## config.mk

```make
export PLATFORM = sky130hd
export DESIGN_NAME = store_unit
export DESIGN_NICKNAME = d
export VERILOG_FILES = /design/src/rtl/riscv_pkg.sv /design/src/rtl/store_align.sv /design/src/rtl/store_unit.sv
export SDC_FILE = /design/constraint.sdc
export NUM_CORES = 1
export LEC_CHECK = 0
export BUFFER_PORTS_ARGS = -buffer_cell sky130_fd_sc_hd__buf_2
export CORE_AREA = 2 2 162 164
export CTS_CLUSTER_DIAMETER = 80
export DETAILED_ROUTE_END_ITERATION = 8
export DIE_AREA = 0 0 164 166
export GPL_TIMING_DRIVEN = 0
export PLACE_DENSITY = 0.65
export SLEW_MARGIN = 20
export SYNTH_ARGS = -nofsm -noshare
export SYNTH_HDL_FRONTEND = slang
export SYNTH_HIERARCHICAL = 1
export SYNTH_SLANG_ARGS = --single-unit
```

## constraint.sdc

```tcl
create_clock -name clk -period 2.8 [get_ports clk]
set_clock_uncertainty 0.15 [all_clocks]
set_input_delay 0.28 -clock clk [delete_from_list [all_inputs] [get_ports clk]]
set_output_delay 0.28 -clock clk [all_outputs]
set_load 0.1 [all_outputs]
```

## src/rtl/riscv_pkg.sv

```systemverilog
// Shared definitions for the store path: funct3 store encodings and the store FSM states.
package riscv_pkg;

    localparam logic [2:0] F3_SB = 3'b000;
    localparam logic [2:0] F3_SH = 3'b001;
    localparam logic [2:0] F3_SW = 3'b010;
    localparam logic [2:0] F3_SD = 3'b011;

    typedef enum logic [1:0] {
        IDLE  = 2'd0,
        BEAT0 = 2'd1,
        BEAT1 = 2'd2
    } st_state_e;

    // Only sb/sh/sw/sd exist; the upper half of the funct3 space is illegal for stores.
    function automatic logic st_f3_legal(input logic [2:0] f3);
        return (f3[2] == 1'b0);
    endfunction

endpackage

```

## src/rtl/store_align.sv

```systemverilog
// Byte-lane alignment for a store: builds the 16-lane byte mask and the 128-bit
// shifted data spanning the addressed doubleword and the one after it.
module store_align
    import riscv_pkg::*;
(
    input  logic [2:0]   funct3_i,
    input  logic [2:0]   off_i,
    input  logic [63:0]  data_i,
    output logic [15:0]  mask_o,
    output logic [127:0] data_o
);

    logic [7:0]  size_mask;
    logic [63:0] data_keep;

    always_comb begin
        size_mask = 8'hFF;
        unique case (funct3_i)
            F3_SB:   size_mask = 8'h01;
            F3_SH:   size_mask = 8'h03;
            F3_SW:   size_mask = 8'h0F;
            default: size_mask = 8'hFF;
        endcase
    end

    // Unused upper bytes are zeroed so disabled lanes carry 0 after the shift.
    always_comb begin
        data_keep = '0;
        for (int i = 0; i < 8; i++) begin
            data_keep[i*8 +: 8] = data_i[i*8 +: 8] & {8{size_mask[i]}};
        end
    end

    assign mask_o = {8'h00, size_mask} << off_i;
    assign data_o = {64'h0, data_keep} << {off_i, 3'b000};

endmodule

```

## src/rtl/store_unit.sv

```systemverilog
// Store unit: turns a MEM-stage store into one or two doubleword write beats,
// splitting stores that cross a doubleword boundary.
module store_unit
    import riscv_pkg::*;
#(
    parameter int ADDR_W = 32
) (
    input  logic              clk,
    input  logic              rst_n,
    input  logic              st_valid,
    output logic              st_ready,
    input  logic [ADDR_W-1:0] st_addr,
    input  logic [63:0]       st_data,
    input  logic [2:0]        st_funct3,
    output logic              st_err,
    output logic              mem_req,
    output logic [ADDR_W-1:0] mem_addr,
    output logic [63:0]       mem_wdata,
    output logic [7:0]        mem_be,
    input  logic              mem_gnt,
    output logic              stall
);

    st_state_e         state_q, state_d;
    logic              req_q, req_d;
    logic [ADDR_W-1:0] addr_q, addr_d;
    logic [7:0]        be_q, be_d, hi_be_q, hi_be_d;
    logic [63:0]       wdata_q, wdata_d, hi_wdata_q, hi_wdata_d;
    logic              split_q, split_d;
    logic              err_q, err_d;

    logic [15:0]  aln_mask;
    logic [127:0] aln_data;
    logic         accept;
    logic         legal;

    store_align u_align (
        .funct3_i (st_funct3),
        .off_i    (st_addr[2:0]),
        .data_i   (st_data),
        .mask_o   (aln_mask),
        .data_o   (aln_data)
    );

    assign accept = st_valid && st_ready;
    assign legal  = st_f3_legal(st_funct3);

    always_ff @(posedge clk or negedge rst_n) begin
        if (!rst_n) state_q <= IDLE;
        else        state_q <= state_d;
    end

    always_comb begin
        state_d = state_q;
        unique case (state_q)
            IDLE:    if (accept && legal) state_d = BEAT0;
            BEAT0:   if (mem_gnt) state_d = split_q ? BEAT1 : IDLE;
            BEAT1:   if (mem_gnt) state_d = IDLE;
            default: state_d = IDLE;
        endcase
    end

    always_comb begin
        st_ready = (state_q == IDLE);
        stall    = (state_q != IDLE);
    end

    // Beat payload: the second beat is parked in hi_* until the first is granted.
    always_comb begin
        req_d      = req_q;
        addr_d     = addr_q;
        be_d       = be_q;
        wdata_d    = wdata_q;
        hi_be_d    = hi_be_q;
        hi_wdata_d = hi_wdata_q;
        split_d    = split_q;
        err_d      = 1'b0;
        unique case (state_q)
            IDLE: begin
                if (accept && legal) begin
                    req_d      = 1'b1;
                    addr_d     = {st_addr[ADDR_W-1:3], 3'b000};
                    be_d       = aln_mask[7:0];
                    wdata_d    = aln_data[63:0];
                    hi_be_d    = aln_mask[15:8];
                    hi_wdata_d = aln_data[127:64];
                    split_d    = |aln_mask[15:8];
                end else if (accept) begin
                    err_d = 1'b1;
                end
            end
            BEAT0: begin
                if (mem_gnt) begin
                    if (split_q) begin
                        addr_d  = addr_q + ADDR_W'(8);
                        be_d    = hi_be_q;
                        wdata_d = hi_wdata_q;
                    end else begin
                        req_d = 1'b0;
                    end
                end
            end
            BEAT1: begin
                if (mem_gnt) req_d = 1'b0;
            end
            default: req_d = 1'b0;
        endcase
    end

    always_ff @(posedge clk or negedge rst_n) begin
        if (!rst_n) begin
            req_q      <= 1'b0;
            addr_q     <= '0;
            be_q       <= '0;
            wdata_q    <= '0;
            hi_be_q    <= '0;
            hi_wdata_q <= '0;
            split_q    <= 1'b0;
            err_q      <= 1'b0;
        end else begin
            req_q      <= req_d;
            addr_q     <= addr_d;
            be_q       <= be_d;
            wdata_q    <= wdata_d;
            hi_be_q    <= hi_be_d;
            hi_wdata_q <= hi_wdata_d;
            split_q    <= split_d;
            err_q      <= err_d;
        end
    end

    assign mem_req   = req_q;
    assign mem_addr  = addr_q;
    assign mem_be    = be_q;
    assign mem_wdata = wdata_q;
    assign st_err    = err_q;

endmodule

```

==> out/qor.yml, run 1 <==
floorplan:
  start_util: 0.442
  coreArea_um2: 25600
  dieHeight_um: 166
  io_pins: 211
  die_w_um: 164
  num_rows: 59
  dieArea_um2: 27200
worst_setup_path:
  crit_family: "compound AO/OA/AOI/OAI gates"
  critPathLaunchType: "input port"
  crit_chain: "clkbuf_1 -> buf_2 -> buf_2 -> mux2_2 -> a221oi_1 -> o221ai_1 -> nand2_1 -> a31oi_1"
  reg2reg_to: "mem_wdata[33]$_DFFE_PN0P_"
  cp_slowest_stage_delay_ps: 780
  worstPathMaxFanout: 10
  end_kind: "flip-flop"
  critPathBufInv: 3
  setup.worst_path.class: "input port to flip-flop"
  rr_worst_depth: 6
  cp.depth: 8
  worstPathArrival_ps: 3020
  r2r-start: "state_q[0]$_DFFE_PN0P_"
  crit_path_top_delay_cell: "a221oi_1"
  crit_top_cell: "buf_2"
  r2r_slack_ps: 150
  critical_path_required_ps: 2970
sta:
  tightest_slew_ps: 1040
  hold_slack_ps: 11.2
  slew_headroom: 0.306
  setup_viol: 2
  period_share: 1.02
  hold_viol: 0
  timing.setup.tns_ps: -78.1
  rsz0062_at_grt: "false"
  post-route-min-period_ps: 2850
  setup_ws_ps: -46.2
  max_freq_mhz: 351
  slew_violations: 0
logic_synthesis:
  yosysMostFrequentCell: "nand2_1"
  yosys_warnings: 6
  syn_avg_cell_area_um2: 7.78
  async_flop_share: 1.00
  synth_ff_type: "dfrtp_1"
  ys_ff_latch: 178
  synth_area_um2: 11300
  synthCells: 1457
  synth_top_cell_by_area: "dfrtp_1"
  synth_edf_count: 0
  synth_area_leaders: "dfrtp_1, nand2_1, mux2_2, a31oi_1, nor2_1"
  yosysUniqueCellTypes: 59
  seq_area_frac_synth: 0.393
  yosys.area.top_type_share: 0.393
  synthTopCellsByCount: "nand2_1, dfrtp_1, nor2_1"
outcome:
  violations: "negative setup slack"
  outcome: "finished with violations"
flow_run:
  drv_cap: 0
pwr:
  p_leak_uw: 0.00608
  ir_drop_v: 0.00115
  p_per_area_nw_per_um2: 1360
grt:
  grt_pass1_vias: 11779
  grt_overflow: 0
  grt_antenna_before_repair: 0
  grt.total_usage: 0.365
  grt_pass1_wl_mm: 74.1
  grt_max_degree: 96
place:
  post_dp_cell_area_um2: 12900
  io_buffers: 205
  place_ws_ps: -380
  gp_congestion: 1.12
  dp_cells: 2008
  post-dp-hpwl_mm: 38.5
detailed_routing:
  drc_errors: 0
  via_count: 12581
  viasPerCell: 6.13
  dr.pass1.iters: 6
  initialDrtViolationCount: 1641
  routedWlPerCell_um: 24.3
  routed_wl_mm: 49.8
  antenna_left: 0
cts:
  cts_tree: "built"
  cts_setup_buffers: 0
  cts_root_buffer: "clkbuf_16"
  clock_sinks: 178
  clk_pin_slew_ps: 80
  htreeDepth: 4
  clock_latency_ps: 440
  numCtsBuffers: 17
  ctsLongestPathBuffers: 2
min_path:
  hold_path_end: "mem_addr[7]$_DFFE_PN0P_"
  holdCritPathClass: "input port to flip-flop"
  worstHoldPathCells: 3
  hp-start: "st_addr[7]"
layout:
  n_antenna_cell: 0
  fin_cells: 2052
  drive_above_1_share: 0.207
  area_delta_synth_final_pct: 20.2
  postLayoutCellArea_um2: 13600
  num-nets-final: 1808
## placed cells by master (no fill, tap or decap), types with 13 or more instances in the layout
cell,count
o221ai_1,17
nor3_1,21
nand4_1,13
o21ai_0,30
buf_2,223
nand3_1,76
a31oi_1,76
buf_1,13
mux2_2,48
nand2_1,424
nor2_1,108
a221oi_1,21
clkbuf_1,86
dfrtp_1,176
a21oi_1,56
o211ai_1,19
and2_1,51
clkbuf_16,17
## state kept, by name, summed over array words and instances, names as in the netlist
| register | flops |
|---|---|
| mem_wdata | 64 |
| split_q | 1 |
| mem_be | 8 |
| state_q | 2 |
| st_err | 1 |
| hi_be_q | 8 |
| hi_wdata_q | 64 |
| mem_addr | 29 |
| mem_req | 1 |
## worst max path at each step
stage	endpoint	startpoint
floorplan	mem_addr[31]$_DFFE_PN0P_	mem_addr[4]$_DFFE_PN0P_
global placement	mem_addr[3]$_DFFE_PN0P_	rst_n
detailed placement	mem_wdata[54]$_DFFE_PN0P_	st_addr[0]
CTS	mem_be[4]$_DFFE_PN0P_	state_q[0]$_DFFE_PN0P_
global route	mem_wdata[32]$_DFFE_PN0P_	state_q[0]$_DFFE_PN0P_
finish	mem_wdata[50]$_DFFE_PN0P_	st_addr[0]
## routing by layer
| metal | wire length, µm | global-route usage | vias up |
|---|---|---|---|
| li1 | - | - | 5592 |
| met1 | 21700 | 0.535 | 6104 |
| met2 | 21600 | 0.534 | 753 |
| met3 | 4380 | 0.0612 | 132 |
| met4 | 2170 | 0.148 | 0 |
| met5 | 0 | 0 | - |
## final cells by class
type,count,area [µm²]
plain buffers,140,619
well taps,335,419
fillers,2569,12000
repair buffers,218,1180
clock inverters,15,166
multi-input cells,1140,6310
clock buffers,17,425
inverters,9,33.8
flip-flops and latches,178,4460
## worst min-delay path: cells and delay by family
family | cells | cell delay (ps)
AOI/OAI and AO/OA | 2 | 200
buffers and inverters | 1 | 90
## report_power, final
| part | total, µW | switching, µW | internal, µW |
|---|---|---|---|
| combinational | 11400 | 9350 | 2060 |
| clock | 2490 | 1280 | 1200 |
| sequential | 4660 | 879 | 3780 |
| total | 18600 | 11500 | 7040 |
## through the flow
stage	power, µW	utilization
after global routing	19400	0.532
after detailed placement	16000	0.502
after CTS	18500	0.530
after floorplan	13300	-
final	18600	0.532
after global placement	15900	0.500
## cells by family after synthesis
family	Yosys count	synth area share
mux	64	0.0707
fa+ha+maj	1	0.00110
flops	178	0.393
buf+inv	149	0.0568
simple gates	766	0.300
compound gates	297	0.178
other cells	2	0.000663
## what timing repair did
item                                   4_1_cts  5_1_grt
endpoints found under the hold margin       95        0
resized for setup                            0       24
hold buffers                                12        0
setup endpoints to repair                    0       49
No activity file was read; power rests on OpenSTA's default activity.
==> run 2: changes to the inputs <==
--- a/config.mk
+++ b/config.mk
@@ -11,7 +11,7 @@
 export DETAILED_ROUTE_END_ITERATION = 8
 export DIE_AREA = 0 0 164 166
 export GPL_TIMING_DRIVEN = 0
-export PLACE_DENSITY = 0.65
+export PLACE_DENSITY = 0.78
 export SLEW_MARGIN = 20
 export SYNTH_ARGS = -nofsm -noshare
 export SYNTH_HDL_FRONTEND = slang
==> run 2 against run 1 <==
Net effect:
- the run now ends clean
- core utilization unchanged
- sequential cell count unchanged
- wire length is 3.6% lower
- total power increased by 0.31%
- final cell count hardly changed
- combinational power is essentially flat
- maximum frequency up 2.3%
- hold slack worse by 7.6 ps
- largest power group unchanged
- design area did not move
- critical path depth did not move
==> out/qor.yml, run 2 (synthesized netlist as in run 1, its figures left out) <==
pwr:
  p_sw_uw: 11400  # was 11,500 µW
  p_leak_uw: 0.00607  # was 0.00608 µW
  seq_power_share: 0.251  # about the same
  power_frac_comb: 0.611  # was 0.615
  p_per_area_nw_per_um2: 1370  # was 1360 nW/µm²
  swShare: 0.613  # was 0.620
  intPower_uw: 7200  # was 7040 µW
  ir_drop_v: 0.00110  # was 0.00115 V
  clock_power_share: 0.138  # was 0.134
sta:
  period_share: 0.993  # was 1.02
  slew_headroom: 0.250  # was 0.306
  hold_slack_ps: 3.59  # was 11.2 ps
  tightest_slew_ps: 1120  # was 1040 ps
  slew_violations: 0  # unchanged
  post-route-min-period_ps: 2780  # was 2850 ps
  rsz0062_at_grt: "true"  # was false
  max_freq_mhz: 359  # was 351 MHz
  setup_viol: 0  # was 2
  hold_viol: 0  # unchanged
layout:
  layout_commonest_cell: "nand2_1"  # unchanged
  fin_cells: 2051  # was 2,052
  n_antenna_cell: 0  # unchanged
  area_delta_synth_final_pct: 20.2  # unchanged
  num-nets-final: 1807  # was 1,808
  final_cell_mix: "nand2_1, buf_2, dfrtp_1"  # unchanged
  drive_above_1_share: 0.205  # was 0.207
grt:
  grt_busiest_layer: "met2"  # was met1
  grt_pass1_wl_mm: 71.8  # was 74.1 mm
  grt.total_usage: 0.351  # was 0.365
  grt_antenna_before_repair: 1  # was 0
  grt_use_met1: 0.490  # was 0.535
  grt_max_degree: 94  # was 96
  grt_overflow: 0  # unchanged
  grt_pass1_vias: 11929  # was 11,779
  grt_use_met2: 0.535  # was 0.534
  met3_usage: 0.0719  # was 0.0612
flow_run:
  drv_cap: 0  # unchanged
cts:
  clk_pin_slew_ps: 90  # was 80 ps
  clock_sinks: 178  # unchanged
  clock_latency_ps: 450  # was 440 ps
  htreeDepth: 4  # unchanged
  cts_tree: "built"  # unchanged
  cts_root_buffer: "clkbuf_16"  # unchanged
  ctsLongestPathBuffers: 2  # unchanged
  numCtsBuffers: 17  # unchanged
detailed_routing:
  drc_errors: 0  # unchanged
  via_count: 12523  # was 12,581
  routed_wl_mm: 48.0  # was 49.8 mm
  routedWlPerCell_um: 23.4  # was 24.3 µm
  dr.pass1.iters: 6  # unchanged
  viasPerCell: 6.11  # was 6.13
  initialDrtViolationCount: 1539  # was 1,641
  antenna_left: 0  # unchanged
floorplan:
  num_rows: 59  # unchanged
  dieHeight_um: 166  # unchanged
  io_pins: 211  # unchanged
  dieArea_um2: 27200  # unchanged
  die_w_um: 164  # unchanged
  start_util: 0.442  # unchanged
  coreArea_um2: 25600  # unchanged
place:
  io_buffers: 205  # unchanged
  dp_cells: 2008  # unchanged
  gp_congestion: 1.06  # was 1.12
  post-dp-hpwl_mm: 37.0  # was 38.5 mm
worst_setup_path:
  cp_slowest_stage_delay_ps: 700  # was 780 ps
  critPathLaunchType: "input port"  # unchanged
  crit_top_cell: "buf_2"  # unchanged
  critical_path_required_ps: 2960  # was 2970 ps
  crit_chain: "clkbuf_1 -> buf_2 -> buf_2 -> mux2_2 -> a221oi_1 -> o221ai_1 -> nand2_1 -> a31oi_1"  # unchanged
  crit_path_top_delay_cell: "a221oi_1"  # unchanged
  worstPathMaxFanout: 10  # unchanged
  worstPathArrival_ps: 2940  # was 3020 ps
  setup.worst_path.class: "input port to flip-flop"  # unchanged
  end_kind: "flip-flop"  # unchanged
outcome:
  outcome: "finished clean"  # was finished with violations
min_path:
  holdCritPathClass: "input port to flip-flop"  # unchanged
## run 2: cell type report
| class | instances | area [µm²] |
|---|---|---|
| fill | 2511 | 12000 |
| multi-input combinational | 1140 | 6300 |
| sequential | 178 | 4460 |
| timing repair buffer | 217 | 1170 |
| buffer | 140 | 617 |
| clock buffer | 17 | 425 |
| tap | 335 | 419 |
| clock inverter | 15 | 189 |
| inverter | 9 | 33.8 |
## run 2: path summary, 6_finish.rpt
path,slack (ps),end,start,cells past startpoint
worst max-delay path,20,mem_wdata[54]$_DFFE_PN0P_,st_addr[0],8
max in group asynchronous,1310,mem_addr[3]$_DFFE_PN0P_,rst_n,3
worst min-delay path,4,mem_addr[18]$_DFFE_PN0P_,st_addr[18],3
min in group asynchronous,270,mem_wdata[5]$_DFFE_PN0P_,rst_n,2
worst max register to register,60,mem_wdata[31]$_DFFE_PN0P_,state_q[0]$_DFFE_PN0P_,6
worst min register to register,330,hi_be_q[4]$_DFFE_PN0P_,hi_be_q[4]$_DFFE_PN0P_,2
## run 2: power groups by stage
stage	logic (µW)	registers, µW	clock network [µW]
floorplan	3380	9960	0
global placement	11100	4650	0
detailed placement	11200	4690	0
finish	11400	4680	2570
global route	11900	4820	2690
CTS	11300	4650	2580
## run 2: metal layers
layer | up-vias | wire, µm | share of wire
li1 | 5580 | - | -
met3 | 126 | 4460 | 0.093
met4 | 2 | 2040 | 0.043
met5 | - | 13 | 0.00027
met2 | 734 | 21600 | 0.45
met1 | 6081 | 19900 | 0.41
## run 2: critical path: cells and delay by family
| family | cells | cell delay [ps] |
|---|---|---|
| compound gates | 3 | 1130 |
| buf+inv | 3 | 990 |
| mux | 1 | 400 |
| simple gates | 1 | 130 |
## run 2: metrics by stage
step / worst slack [ps] / TNS, ps / power [µW] / utilization / instance area [µm²]
floorplan: 1.19 / 0 / 13300 / - / 11400
global placement: -1860 / -271910 / 15800 / 0.500 / 12800
detailed placement: -308 / -1820 / 15900 / 0.502 / 12900
global route: -15.4 / -31.5 / 19500 / 0.532 / 13600
finish: 18.3 / 0 / 18600 / 0.532 / 13600
CTS: 24.7 / 0 / 18500 / 0.531 / 13600
## run 2: what timing repair did
action	4_1_cts	5_1_grt
hold buffers	11	0
endpoints found under the hold margin	95	0
buffers inserted	0	0
endpoints found under the setup margin	0	54
resized for setup	0	16
==> run 3: changes to the inputs <==
--- a/config.mk
+++ b/config.mk
@@ -5,11 +5,12 @@
 export SDC_FILE = /design/constraint.sdc
 export NUM_CORES = 1
 export LEC_CHECK = 0
+export ABC_AREA = 1
 export BUFFER_PORTS_ARGS = -buffer_cell sky130_fd_sc_hd__buf_2
-export CORE_AREA = 2 2 162 164
+export CORE_AREA = 4 4 164 166
 export CTS_CLUSTER_DIAMETER = 80
 export DETAILED_ROUTE_END_ITERATION = 8
-export DIE_AREA = 0 0 164 166
+export DIE_AREA = 0 0 168 170
 export GPL_TIMING_DRIVEN = 0
 export PLACE_DENSITY = 0.78
 export SLEW_MARGIN = 20
==> run 3 against run 2 <==
Net effect:
- combinational power is 14% lower
- design area decreased by 1.5%
- core utilization decreased by 0.80 points
- synthesized area is 0.68% lower
- register-to-register slack improved by 650 ps
- critical path depth rose by 2
- maximum frequency is 33% higher
- global-route usage grew 1.3 points
- total power fell by 11%
- non-clock buffer count shrank 19
- largest power group unchanged
- synthesized cell count is 20% higher
==> out/qor.yml, run 3 <==
worst_setup_path:
  setup.worst_path.class: "flip-flop to flip-flop"  # was input port to flip-flop
  worstPathArrival_ps: 2290  # was 2940 ps
  rr_worst_depth: 10  # was 6
  critPathLaunchType: "flip-flop"  # was input port
  end_kind: "flip-flop"  # unchanged
  critical_path_required_ps: 2990  # was 2960 ps
  worstPathMaxFanout: 6  # was 10
cts:
  htreeDepth: 4  # unchanged
  cts_root_buffer: "clkbuf_16"  # unchanged
  clock_sinks: 178  # unchanged
  clk_pin_slew_ps: 80  # was 90 ps
  cts_setup_buffers: 0  # unchanged
  numCtsBuffers: 17  # unchanged
  ctsLongestPathBuffers: 2  # unchanged
  clock_latency_ps: 440  # was 450 ps
  cts_tree: "built"  # unchanged
logic_synthesis:
  ys_ff_latch: 178  # unchanged
  synth_top_cell_by_area: "dfrtp_1"  # unchanged
  synth_area_um2: 11300  # about the same
  yosys.area.top_type_share: 0.396  # was 0.393
  async_flop_share: 1.00  # unchanged
  synthTopCellsByCount: "nand2_1, nand3_1, nor2_1"  # was nand2_1, dfrtp_1, nor2_1
  synth_ff_type: "dfrtp_1"  # unchanged
  yosysUniqueCellTypes: 30  # was 59
  synth_edf_count: 0  # unchanged
  yosysMostFrequentCell: "nand2_1"  # unchanged
  seq_area_frac_synth: 0.396  # was 0.393
  synth_area_leaders: "dfrtp_1, nand2_1, nand3_1, nor2_1, a31oi_1"  # was dfrtp_1, nand2_1, mux2_2, a31oi_1, nor2_1
  synthCells: 1749  # was 1,457
  syn_avg_cell_area_um2: 6.43  # was 7.78 µm²
  yosys_warnings: 6  # unchanged
detailed_routing:
  met3_length_mm: 4.70  # was 4.46 mm
  viasPerCell: 5.71  # was 6.11
  routedWlPerCell_um: 22.6  # was 23.4 µm
  routed-wl-met2_mm: 23.2  # was 21.6 mm
  drc_errors: 0  # unchanged
  wl_met1_mm: 22.0  # was 19.9 mm
  via_count: 13373  # was 12,523
  top_layer: "met4"  # was met5
  dr.pass1.iters: 7  # was 6
  antenna_left: 0  # unchanged
  initialDrtViolationCount: 1562  # was 1,539
  routed_wl_mm: 52.9  # was 48.0 mm
floorplan:
  die_w_um: 168  # was 164 µm
  dieHeight_um: 170  # was 166 µm
  start_util: 0.439  # was 0.442
  dieArea_um2: 28600  # was 27,200 µm²
  io_pins: 211  # unchanged
  num_rows: 59  # unchanged
  coreArea_um2: 25600  # unchanged
pwr:
  p_per_area_nw_per_um2: 1240  # was 1370 nW/µm²
  ir_drop_v: 0.00114  # was 0.00110 V
  p_leak_uw: 0.00695  # was 0.00607 µW
place:
  post-dp-hpwl_mm: 42.0  # was 37.0 mm
  io_buffers: 206  # was 205
  dp_cells: 2301  # was 2,008
  gp_congestion: 1.05  # was 1.06
min_path:
  worstHoldPathCells: 5  # was 3
  holdCritPathClass: "input port to flip-flop"  # unchanged
layout:
  num-nets-final: 2096  # was 1,807
  layout_commonest_cell: "nand2_1"  # unchanged
  fin_cells: 2340  # was 2,051
  area_delta_synth_final_pct: 19.2  # was 20.2%
  drive_above_1_share: 0.172  # was 0.205
  final_core_utilization: 0.524  # was 0.532
  final_cell_mix: "nand2_1, buf_2, nand3_1"  # was nand2_1, buf_2, dfrtp_1
  n_antenna_cell: 0  # unchanged
sta:
  post-route-min-period_ps: 2090  # was 2780 ps
  rsz0062_at_grt: "false"  # was true
  period_share: 0.748  # was 0.993
  setup_viol: 0  # unchanged
  slew_headroom: 0.461  # was 0.250
  max_freq_mhz: 478  # was 359 MHz
  hold_viol: 0  # unchanged
  slew_violations: 0  # unchanged
  tightest_slew_ps: 808  # was 1120 ps
grt:
  grt_pass1_wl_mm: 78.4  # was 71.8 mm
  grt_pass1_vias: 12721  # was 11,929
  grt_antenna_before_repair: 0  # was 1
  grt.total_usage: 0.364  # was 0.351
  grt_max_degree: 97  # was 94
  grt_overflow: 0  # unchanged
flow_run:
  drv_cap: 0  # unchanged
outcome:
  outcome: "finished clean"  # unchanged
-- run 3: metal layers --
layer | track usage | up-vias
li1 | - | 6106
met1 | 0.493 | 6342
met2 | 0.569 | 786
met3 | 0.0609 | 139
met4 | 0.181 | 0
met5 | 0 | -
-- run 3: power breakdown --
group | switching (µW) | internal, µW
clock | 1220 | 1200
sequential | 839 | 3560
combinational | 8240 | 1600
-- run 3: path summary, 6_finish.rpt --
path                                            start                          to  slack, ps
setup / recovery              mem_addr[4]$_DFFE_PN0P_    mem_addr[27]$_DFFE_PN0P_        710
hold / removal                            st_addr[22]    mem_addr[22]$_DFFE_PN0P_         10
setup reg to reg              mem_addr[4]$_DFFE_PN0P_    mem_addr[27]$_DFFE_PN0P_        710
hold reg to reg            hi_wdata_q[48]$_DFFE_PN0P_  hi_wdata_q[48]$_DFFE_PN0P_        330
max in group asynchronous                       rst_n   mem_wdata[47]$_DFFE_PN0P_       1280
min in group asynchronous                       rst_n       mem_be[3]$_DFFE_PN0P_        290
-- run 3: repair_timing --
action / in CTS / in global routing
hold buffers: 7 / 0
hold endpoints to repair: 88 / 0
gates resized for setup: 0 / 0
-- run 3: area by class of cell --
type                       count  area, µm²
clock buffer                  19        443
inverter                      66        248
clock inverter                13        123
buffer                       124        652
multi-input combinational   1391       5940
tap                          335        419
sequential                   178       4450
fill                        2586      12200
timing repair buffer         214       1140
-- run 3: kinds of logic after synthesis --
kind of cell,after synthesis,synth area share
compound gates,175,0.0873
buf+inv,190,0.0800
simple gates,1203,0.435
fa+ha+maj,1,0.00111
flops,178,0.396
other cells,2,0.000667
-- run 3: critical path, cell delays in order, from the launching register on --
cell and delay [ps]:
dfrtp_1 430, ha_1 230, inv_1 100, nor2_2 280
nand2_1 240, nor2_1 260, nand2_1 80, nand2_1 60
nand3_1 60, nand2_1 60, nand2_1 40
-- run 3: stage by stage --
stage	total power (µW)	cell area, µm²	TNS, ps	hold WS [ps]	worst slack [ps]
4_1_cts	16600	13400	0	1.93	722
3_5_place_dp	14200	12800	0	183	471
2_1_floorplan	12000	11300	0	-166	433
5_1_grt	17400	13400	0	37.6	533
3_3_place_gp	14100	12700	-271900	313	-1560
6_report	16700	13400	0	13.4	706
